$ cat src/rtl/alu_serial_if.sv
// Valid/ready bundle for the serial ALU.
// Request side carries operands, response side carries result and flags.
interface alu_serial_if #(
  parameter int WIDTH = 32
);
  logic             in_valid;
  logic             in_ready;
  logic [WIDTH-1:0] A;
  logic [WIDTH-1:0] B;
  logic [2:0]       control;
  logic             out_valid;
  logic             out_ready;
  logic [WIDTH-1:0] out;
  logic             carryout;
  logic             overflow;
  logic             zero;
  logic             negative;

  modport master (
    output in_valid, A, B, control, out_ready,
    input  in_ready, out_valid, out,
    input  carryout, overflow, zero, negative
  );

  modport slave (
    input  in_valid, A, B, control, out_ready,
    output in_ready, out_valid, out,
    output carryout, overflow, zero, negative
  );
endinterface

$ cat src/rtl/alu_serial.sv
// Multi-cycle ALU over a SLICE-bit datapath with a registered ripple carry.
// WIDTH must be a multiple of SLICE; one op takes WIDTH/SLICE + 1 cycles.
module alu_serial #(
  parameter int WIDTH = 32,
  parameter int SLICE = 1
) (
  input  logic clock,
  input  logic reset,
  alu_serial_if.slave bus
);

  localparam int NSTEP = WIDTH / SLICE;
  localparam int CW = (NSTEP > 1) ? $clog2(NSTEP) : 1;
  localparam logic [CW-1:0] LAST = CW'(NSTEP - 1);

  localparam logic [2:0] OP_ADD = 3'd2;
  localparam logic [2:0] OP_SUB = 3'd3;
  localparam logic [2:0] OP_AND = 3'd4;
  localparam logic [2:0] OP_OR  = 3'd5;
  localparam logic [2:0] OP_NOR = 3'd6;
  localparam logic [2:0] OP_XOR = 3'd7;

  typedef enum logic [1:0] {
    IDLE,
    RUN,
    DONE
  } state_t;

  state_t state;
  state_t state_nx;

  logic             in_ready;
  logic             out_valid;
  logic             accept;

  logic [WIDTH-1:0] a_q;
  logic [WIDTH-1:0] b_q;
  logic [2:0]       ctl_q;
  logic [CW-1:0]    cnt;
  logic             fin;
  logic             carry;
  logic             ovf_q;
  logic [WIDTH-1:0] res;

  logic [WIDTH-1:0] out_q;
  logic             cout_q;
  logic             ovfl_q;
  logic             zero_q;
  logic             neg_q;

  logic             arith;
  logic             is_sub;
  logic [SLICE-1:0] a_s;
  logic [SLICE-1:0] b_eff;
  logic [SLICE:0]   sum;
  logic             cin_msb;
  logic [SLICE-1:0] r_s;

  assign accept = bus.in_valid && in_ready;
  assign is_sub = (ctl_q == OP_SUB);
  assign arith  = (ctl_q == OP_ADD) || is_sub;

  // State register
  always_ff @(posedge clock) begin
    if (reset) state <= IDLE;
    else       state <= state_nx;
  end

  // Next state and handshake outputs
  always_comb begin
    state_nx  = state;
    in_ready  = 1'b0;
    out_valid = 1'b0;
    unique case (state)
      IDLE: begin
        in_ready = 1'b1;
        if (bus.in_valid) state_nx = RUN;
      end
      RUN: begin
        if (fin) state_nx = DONE;
      end
      DONE: begin
        out_valid = 1'b1;
        if (bus.out_ready) state_nx = IDLE;
      end
      default: state_nx = IDLE;
    endcase
  end

  // One slice of the ALU; operands are shifted down so slice 0 is current
  always_comb begin
    a_s     = a_q[SLICE-1:0];
    b_eff   = is_sub ? ~b_q[SLICE-1:0] : b_q[SLICE-1:0];
    sum     = {1'b0, a_s} + {1'b0, b_eff}
            + (SLICE+1)'(carry);
    cin_msb = a_s[SLICE-1] ^ b_eff[SLICE-1]
            ^ sum[SLICE-1];
    r_s     = '0;
    unique case (1'b1)
      arith:            r_s = sum[SLICE-1:0];
      ctl_q == OP_AND:  r_s = a_s & b_q[SLICE-1:0];
      ctl_q == OP_OR:   r_s = a_s | b_q[SLICE-1:0];
      ctl_q == OP_NOR:  r_s = ~(a_s | b_q[SLICE-1:0]);
      ctl_q == OP_XOR:  r_s = a_s ^ b_q[SLICE-1:0];
      default:          r_s = '0;
    endcase
  end

  // Operand latch, slice stepping and flag capture on entry to DONE
  always_ff @(posedge clock) begin
    if (reset) begin
      a_q    <= '0;
      b_q    <= '0;
      ctl_q  <= '0;
      cnt    <= '0;
      fin    <= 1'b0;
      carry  <= 1'b0;
      ovf_q  <= 1'b0;
      res    <= '0;
      out_q  <= '0;
      cout_q <= 1'b0;
      ovfl_q <= 1'b0;
      zero_q <= 1'b0;
      neg_q  <= 1'b0;
    end else if (accept) begin
      a_q   <= bus.A;
      b_q   <= bus.B;
      ctl_q <= bus.control;
      cnt   <= '0;
      fin   <= 1'b0;
      carry <= (bus.control == OP_SUB);
      ovf_q <= 1'b0;
    end else if (state == RUN) begin
      if (!fin) begin
        a_q <= a_q >> SLICE;
        b_q <= b_q >> SLICE;
        res <= (res >> SLICE)
             | (WIDTH'(r_s) << (WIDTH - SLICE));
        if (arith) begin
          carry <= sum[SLICE];
          ovf_q <= cin_msb ^ sum[SLICE];
        end
        if (cnt == LAST) fin <= 1'b1;
        else             cnt <= cnt + 1'b1;
      end else begin
        out_q  <= res;
        cout_q <= arith && carry;
        ovfl_q <= arith && ovf_q;
        zero_q <= (res == '0);
        neg_q  <= res[WIDTH-1];
      end
    end
  end

  assign bus.in_ready  = in_ready;
  assign bus.out_valid = out_valid;
  assign bus.out       = out_q;
  assign bus.carryout  = cout_q;
  assign bus.overflow  = ovfl_q;
  assign bus.zero      = zero_q;
  assign bus.negative  = neg_q;

endmodule

$ cat src/flat_wrapper.sv
// flat-port wrapper written by rule: the top's interface ports become plain ports
module alu_serial_flat 
#(
  parameter int WIDTH = 32,
  parameter int SLICE = 1
)
  (clock, reset, bus_in_valid, bus_A, bus_B, bus_control, bus_out_ready, bus_in_ready, bus_out_valid, bus_out, bus_carryout, bus_overflow, bus_zero, bus_negative);
  alu_serial_if #(.WIDTH(WIDTH)) bus_i ();
  input  logic clock;
  input  logic reset;
  input wire logic [$bits(bus_i.in_valid)-1:0] bus_in_valid;
  input wire logic [$bits(bus_i.A)-1:0] bus_A;
  input wire logic [$bits(bus_i.B)-1:0] bus_B;
  input wire logic [$bits(bus_i.control)-1:0] bus_control;
  input wire logic [$bits(bus_i.out_ready)-1:0] bus_out_ready;
  output wire logic [$bits(bus_i.in_ready)-1:0] bus_in_ready;
  output wire logic [$bits(bus_i.out_valid)-1:0] bus_out_valid;
  output wire logic [$bits(bus_i.out)-1:0] bus_out;
  output wire logic [$bits(bus_i.carryout)-1:0] bus_carryout;
  output wire logic [$bits(bus_i.overflow)-1:0] bus_overflow;
  output wire logic [$bits(bus_i.zero)-1:0] bus_zero;
  output wire logic [$bits(bus_i.negative)-1:0] bus_negative;
  assign bus_i.in_valid = bus_in_valid;
  assign bus_i.A = bus_A;
  assign bus_i.B = bus_B;
  assign bus_i.control = bus_control;
  assign bus_i.out_ready = bus_out_ready;
  assign bus_in_ready = bus_i.in_ready;
  assign bus_out_valid = bus_i.out_valid;
  assign bus_out = bus_i.out;
  assign bus_carryout = bus_i.carryout;
  assign bus_overflow = bus_i.overflow;
  assign bus_zero = bus_i.zero;
  assign bus_negative = bus_i.negative;
  alu_serial #(.WIDTH(WIDTH), .SLICE(SLICE)) u_core (.clock(clock), .reset(reset), .bus(bus_i));
endmodule
$ cat config.mk
export PLATFORM = sky130hd
export DESIGN_NAME = alu_serial_flat
export DESIGN_NICKNAME = d
export VERILOG_FILES = /design/src/rtl/alu_serial_if.sv /design/src/rtl/alu_serial.sv /design/src/flat_wrapper.sv
export SDC_FILE = /design/constraint.sdc
export NUM_CORES = 1
export LEC_CHECK = 0
export BUFFER_PORTS_ARGS = -buffer_cell sky130_fd_sc_hd__clkbuf_2
export CAP_MARGIN = 20
export CORE_ASPECT_RATIO = 1.1
export CORE_MARGIN = 2
export CORE_UTILIZATION = 35
export DETAILED_ROUTE_END_ITERATION = 8
export GPL_TIMING_DRIVEN = 1
export HOLD_SLACK_MARGIN = 0.03
export PLACE_DENSITY = 0.53
export SLEW_MARGIN = 5
export SYNTH_ARGS = -nofsm -noshare
export SYNTH_HDL_FRONTEND = slang
export SYNTH_SLANG_ARGS = --single-unit
$ cat constraint.sdc
create_clock -name clock -period 2.6 [get_ports clock]
set_input_delay 0.78 -clock clock [delete_from_list [all_inputs] [get_ports clock]]
set_output_delay 0.78 -clock clock [all_outputs]
set_load 0.1 [all_outputs]
# After elaboration in Yosys (flattened, before gate mapping)
# Cells that the tools add are included.
# totals
regBits,145
wordCells,79
output_inout_bits,38
# op_classes
eq_ne,14
mux,20
n_reduce_logical,16
n_bitwise,12
n_addsub,3
# op_table
operator,n
$mux W32,6
$logic_not A32 Y1,1
$or A31 B32 Y32,1
$reduce_and A3 Y1,6
$eq A3 B3 Y1 const B,4
$eq A3 B2 Y1 const B,3
$mux W1,9
$mux W2,3
$pmux W2 S3,1
$add A5 B1 Y5 const B,1
$eq A5 B5 Y1 const B,1
$not A1 Y1,5
$pmux W1 S5,1
$ne A2 B1 Y1 const B,2
$ne A2 B2 Y1 const B,2
$reduce_bool A2 Y1,2
$xor A1 B1 Y1,4
$logic_and A1 B1 Y1,3
$add A1 B1 Y2,1
$add A2 B1 Y2,1
$eq A2 B1 Y1 const B,1
$eq A2 B2 Y1 const B,1
$logic_not A2 Y1,1
$reduce_and A2 Y1,1
other kinds (4),4

# Longest topological paths before layout
# depth
word_depth,8
depth_mapped,7
depth_no_buf,7

# Worst setup path after synthesis
# No wires, ideal clock.
# synth_timing
path_type,register -> register
from,register u_core.state[0]
to,register u_core.a_q[10]
slack_ps,-167
arrival_time_ps,2676
setup_ps,91
t_required_ps,2509
stages_incl_launch_ff,7
path_buffers,3
cell_sequence,dfxtp_1 > buf_2 > nor2_1 > nand2_1 > buf_2 > buf_1 > a311oi_1
# synth_between
elab_chain_cells,5
elab_cells_between_ends,8
# synth_rtl
item,line_no,source
start: declaration,alu_serial.sv:29,state_t state;
start signal: assignment,alu_serial.sv:66,else state <= state_nx;
$logic_not A2 Y1 *,alu_serial.sv:74,unique case (state)
$mux W1 *,alu_serial.sv:74,
net bus_in_ready,flat_wrapper.sv:16,output wire logic [$bits(bus_i.in_ready)-1:0] bus_in_ready;
$logic_and A1 B1 Y1 *,alu_serial.sv:59,assign accept = bus.in_valid && in_ready;
$ne A2 B1 Y1 (no source line) or $reduce_bool A2 Y1 (tied branches),--,
$reduce_and A2 Y1 (no source line),--,
end signal: assignment,alu_serial.sv:126,a_q <= bus.A;
end signal: assignment,alu_serial.sv:135,a_q <= a_q >> SLICE;
end: declaration,alu_serial.sv:36,logic [WIDTH-1:0] a_q;
# Mark *: on every way through the listed nets, which the timed path passes. The rest lies on a longest branch.
# A chain may end at the register's enable or synchronous reset.

# Final worst setup path
# layout_timing
from,register u_core.state[1]
to,output bus_out_valid
# layout_between
elab_chain_cells,2
# layout_rtl
item,line_no,source
$eq A2 B2 Y1,alu_serial.sv:74,
$mux W1,alu_serial.sv:74,
end: declaration,flat_wrapper.sv:17,output wire logic [$bits(bus_i.out_valid)-1:0] bus_out_valid;
# Every way passes these cells.

==> impl_results.md <==
- Status: finished clean
- Core outline area: 0.0162 sq mm
- Root buf cell: clkbuf_16
- Setup repair bufs after CTS: 0
- Drt initial violations: 332
- Resized Gates After CTS: 0
- Vias in the first global route: 4909
- Leak: 0.00267 uW
- Fill count: 1649
- Overflow after GRT: 0
- Worst R2R Start: u_core.ctl_q[1]$_SDFFE_PP0P_
- Most common cell after layout, fill and taps aside: nand2_1
- Multi-input combinational cell area: 0.00262 sq mm
- Hold WC Path Type: reg2reg
- Number of synthesized flops with an enable pin: 0
- Sink Count: 144
- Setup Skew: 0.00678 ns
- TritonCTS clock tree: done
- CTS Hold Bufs: 0
- Post-synth ARST share: 0
- CTS max path bufs: 2
- Yosys reg bits: 144
- Max Cap Violations: 0
- Seq/Total Area, Yosys: 0.500
- Cell taking the most area after synthesis: dfxtp_1
- Number of port buffers: 108
- Worst setup path start: u_core.state[1]$_SDFFE_PP0P_
- Per-cell routed wire length: 13.7 microns
- Ranking of synthesized cells by area: dfxtp_1 50%, nand2_1 17%, a311oi_1 9.1%, a21oi_1 6.4%, nor2_1 4.7%
- Ys Warns: 0
- DR vias/cell: 5.07
- Storage cell area: 0.00288 sq mm
- # setup viols final: 0
- Hold Startpoint: u_core.bus.out[7]$_SDFFE_PP0P_
- Critical path endpoint category: output port
- Critical Path Fanout Max: 6
- DRC errors left: 0
- Part of the cycle the worst path needs: 0.926
- Clk pin slew, worst setup/hold paths: 0.06 ns
- Worst-Margin Slew: 0.616 ns
- Layout cell share with drive strength beyond 1: 0.195
- Layout Nets: 892
- Pre-antenna DRT Iters: 4
- Slew headroom: 0.589
- Die height: 139 microns
- Die extent in x: 126 microns
- Gpl congestion: 0.754
- Initial antenna violation count: 0
- Starting Density: 0.355
- Synth cell types: 39
- Syn-to-layout area delta: 22.6%
- Die Footprint: 0.0175 sq mm
- DP HPWL: 9190 microns
- Most frequent cells in the layout: 261 x nand2_1, 144 x dfxtp_1, 107 x clkbuf_2, 74 x a21oi_1, 71 x nor2_1
- Antenna Diode Count: 0
- Synth top area share: 0.500
- FMAX: 0.415 GHz
- Num CTS Buffers: 17
- Largest net degree at the start of global routing: 65
- Final Max Slew Viols: 0
- Antenna Nets Post-Route: 0
- Syn Nets: 810
- Worst VDD drop: 423 uV
- Setup TNS: 0 ns
- Util after Layout: 0.435
- CP Class: reg2out
- CP Data Required Time: 1.82 ns
- Post-Syn Instances: 733
- Min Tclk post-route: 2.41 ns
- Type of origin of the critical path: register
- RSZ-0062 raised after global routing: no
- Final WL: 14100 microns
- H-Tree Depth: 4
- Post-Syn Area per Cell: 7.86 sq um
- Total number of vias: 5226
- Site Rows: 49
- Ports: 109
- Synth Flop Type: dfxtp_1
- Clock Latency Late Sink: 0.42 ns
- Final Hold Fails: 0
- CP arrival: 1.63 ns
- Syn Std Cell Area: 0.00576 sq mm
- Reg2reg setup slack: 0.50 ns
- Total Routing Usage GR: 0.163
- Global-route wire length before repair: 23700 microns
- Power density over cell area: 753 mW/mm^2
-- layer usage --
metal  part of all wire  vias to the layer above  track usage
li1                   -                     2649            -
met1               0.47                     2442        0.212
met2               0.45                      117        0.258
met3              0.062                       18       0.0486
met4              0.015                        0       0.0590
met5                  0                        -            0
-- flip-flops by register name (all words and copies together), names as in the netlist, 2 cells and up --
name / flops
u_core.state: 2
u_core.res: 32
u_core.bus.out: 32
u_core.cnt: 5
u_core.b_q: 32
u_core.ctl_q: 3
u_core.a_q: 32
-- cell type report --
cell class | instances | area share
clock buffers | 21 | 0.0666
clock inverters | 10 | 0.0189
inverters | 4 | 0.00212
multi-input cells | 525 | 0.370
flip-flops and latches | 144 | 0.408
well taps | 204 | 0.0361
repair buffers | 123 | 0.0981
-- cells in the mapped netlist, types with 3 or more instances --
master and n:
nor4_1 6, a22oi_1 4, nand4_1 3, nor2_1 72, inv_1 4, a21oi_1 74, a31oi_1 3, o21ai_1 3
xnor2_1 3, ha_1 5, buf_2 21, clkbuf_1 33, dfxtp_1 144, buf_1 3, nand2_1 262, nand3_1 3
a311oi_1 60, xor2_1 3
-- logic make-up (layout without fill, tap and decap cells) --
| group | after synthesis | in the layout | synth area share |
|---|---|---|---|
| XOR/XNOR | 6 | 6 | 0.00912 |
| flip-flops | 144 | 144 | 0.500 |
| adder cells (fa/ha/maj) | 6 | 6 | 0.0143 |
| buffers and inverters | 64 | 158 | 0.0488 |
| AND/OR/NAND/NOR | 364 | 364 | 0.254 |
| AO/OA/AOI/OAI | 149 | 149 | 0.173 |
-- worst paths after layout --
check	endpoint	depth (start not counted)
max	bus_out_valid	3
min	u_core.bus.out[7]$_SDFFE_PP0P_	2
max reg2reg	u_core.ovf_q$_SDFFE_PP0P_	7
min reg2reg	u_core.bus.out[7]$_SDFFE_PP0P_	2
-- critical path, stage by stage (launching register included) --
cell,delay [ns]
dfxtp_1,0.48
inv_1,0.14
nor2_1,0.13
clkbuf_2,0.46
-- power breakdown --
part | internal [uW] | switching [uW] | total (uW) | leakage, uW
Combinational | 176 | 287 | 463 | 0.00120
Clock | 1580 | 911 | 2490 | 0.000295
Sequential | 2310 | 60.2 | 2370 | 0.00118
-- stage by stage --
stage / worst slack (ns) / std cells / power, uW / instance area, sq um / hold slack (ns)
after global placement: 0.611 / 1000 / 2870 / 6460 / 0.444
final: 0.193 / 1031 / 5320 / 7070 / 0.451
after global routing: 0.104 / 1031 / 5560 / 7070 / 0.473
after detailed placement: 0.535 / 1000 / 2880 / 6460 / 0.447
after CTS: 0.148 / 1031 / 5390 / 7070 / 0.455
after floorplan: 0.0261 / 733 / 2730 / 5770 / 0.437
No activity file was read; power rests on OpenSTA's default activity.
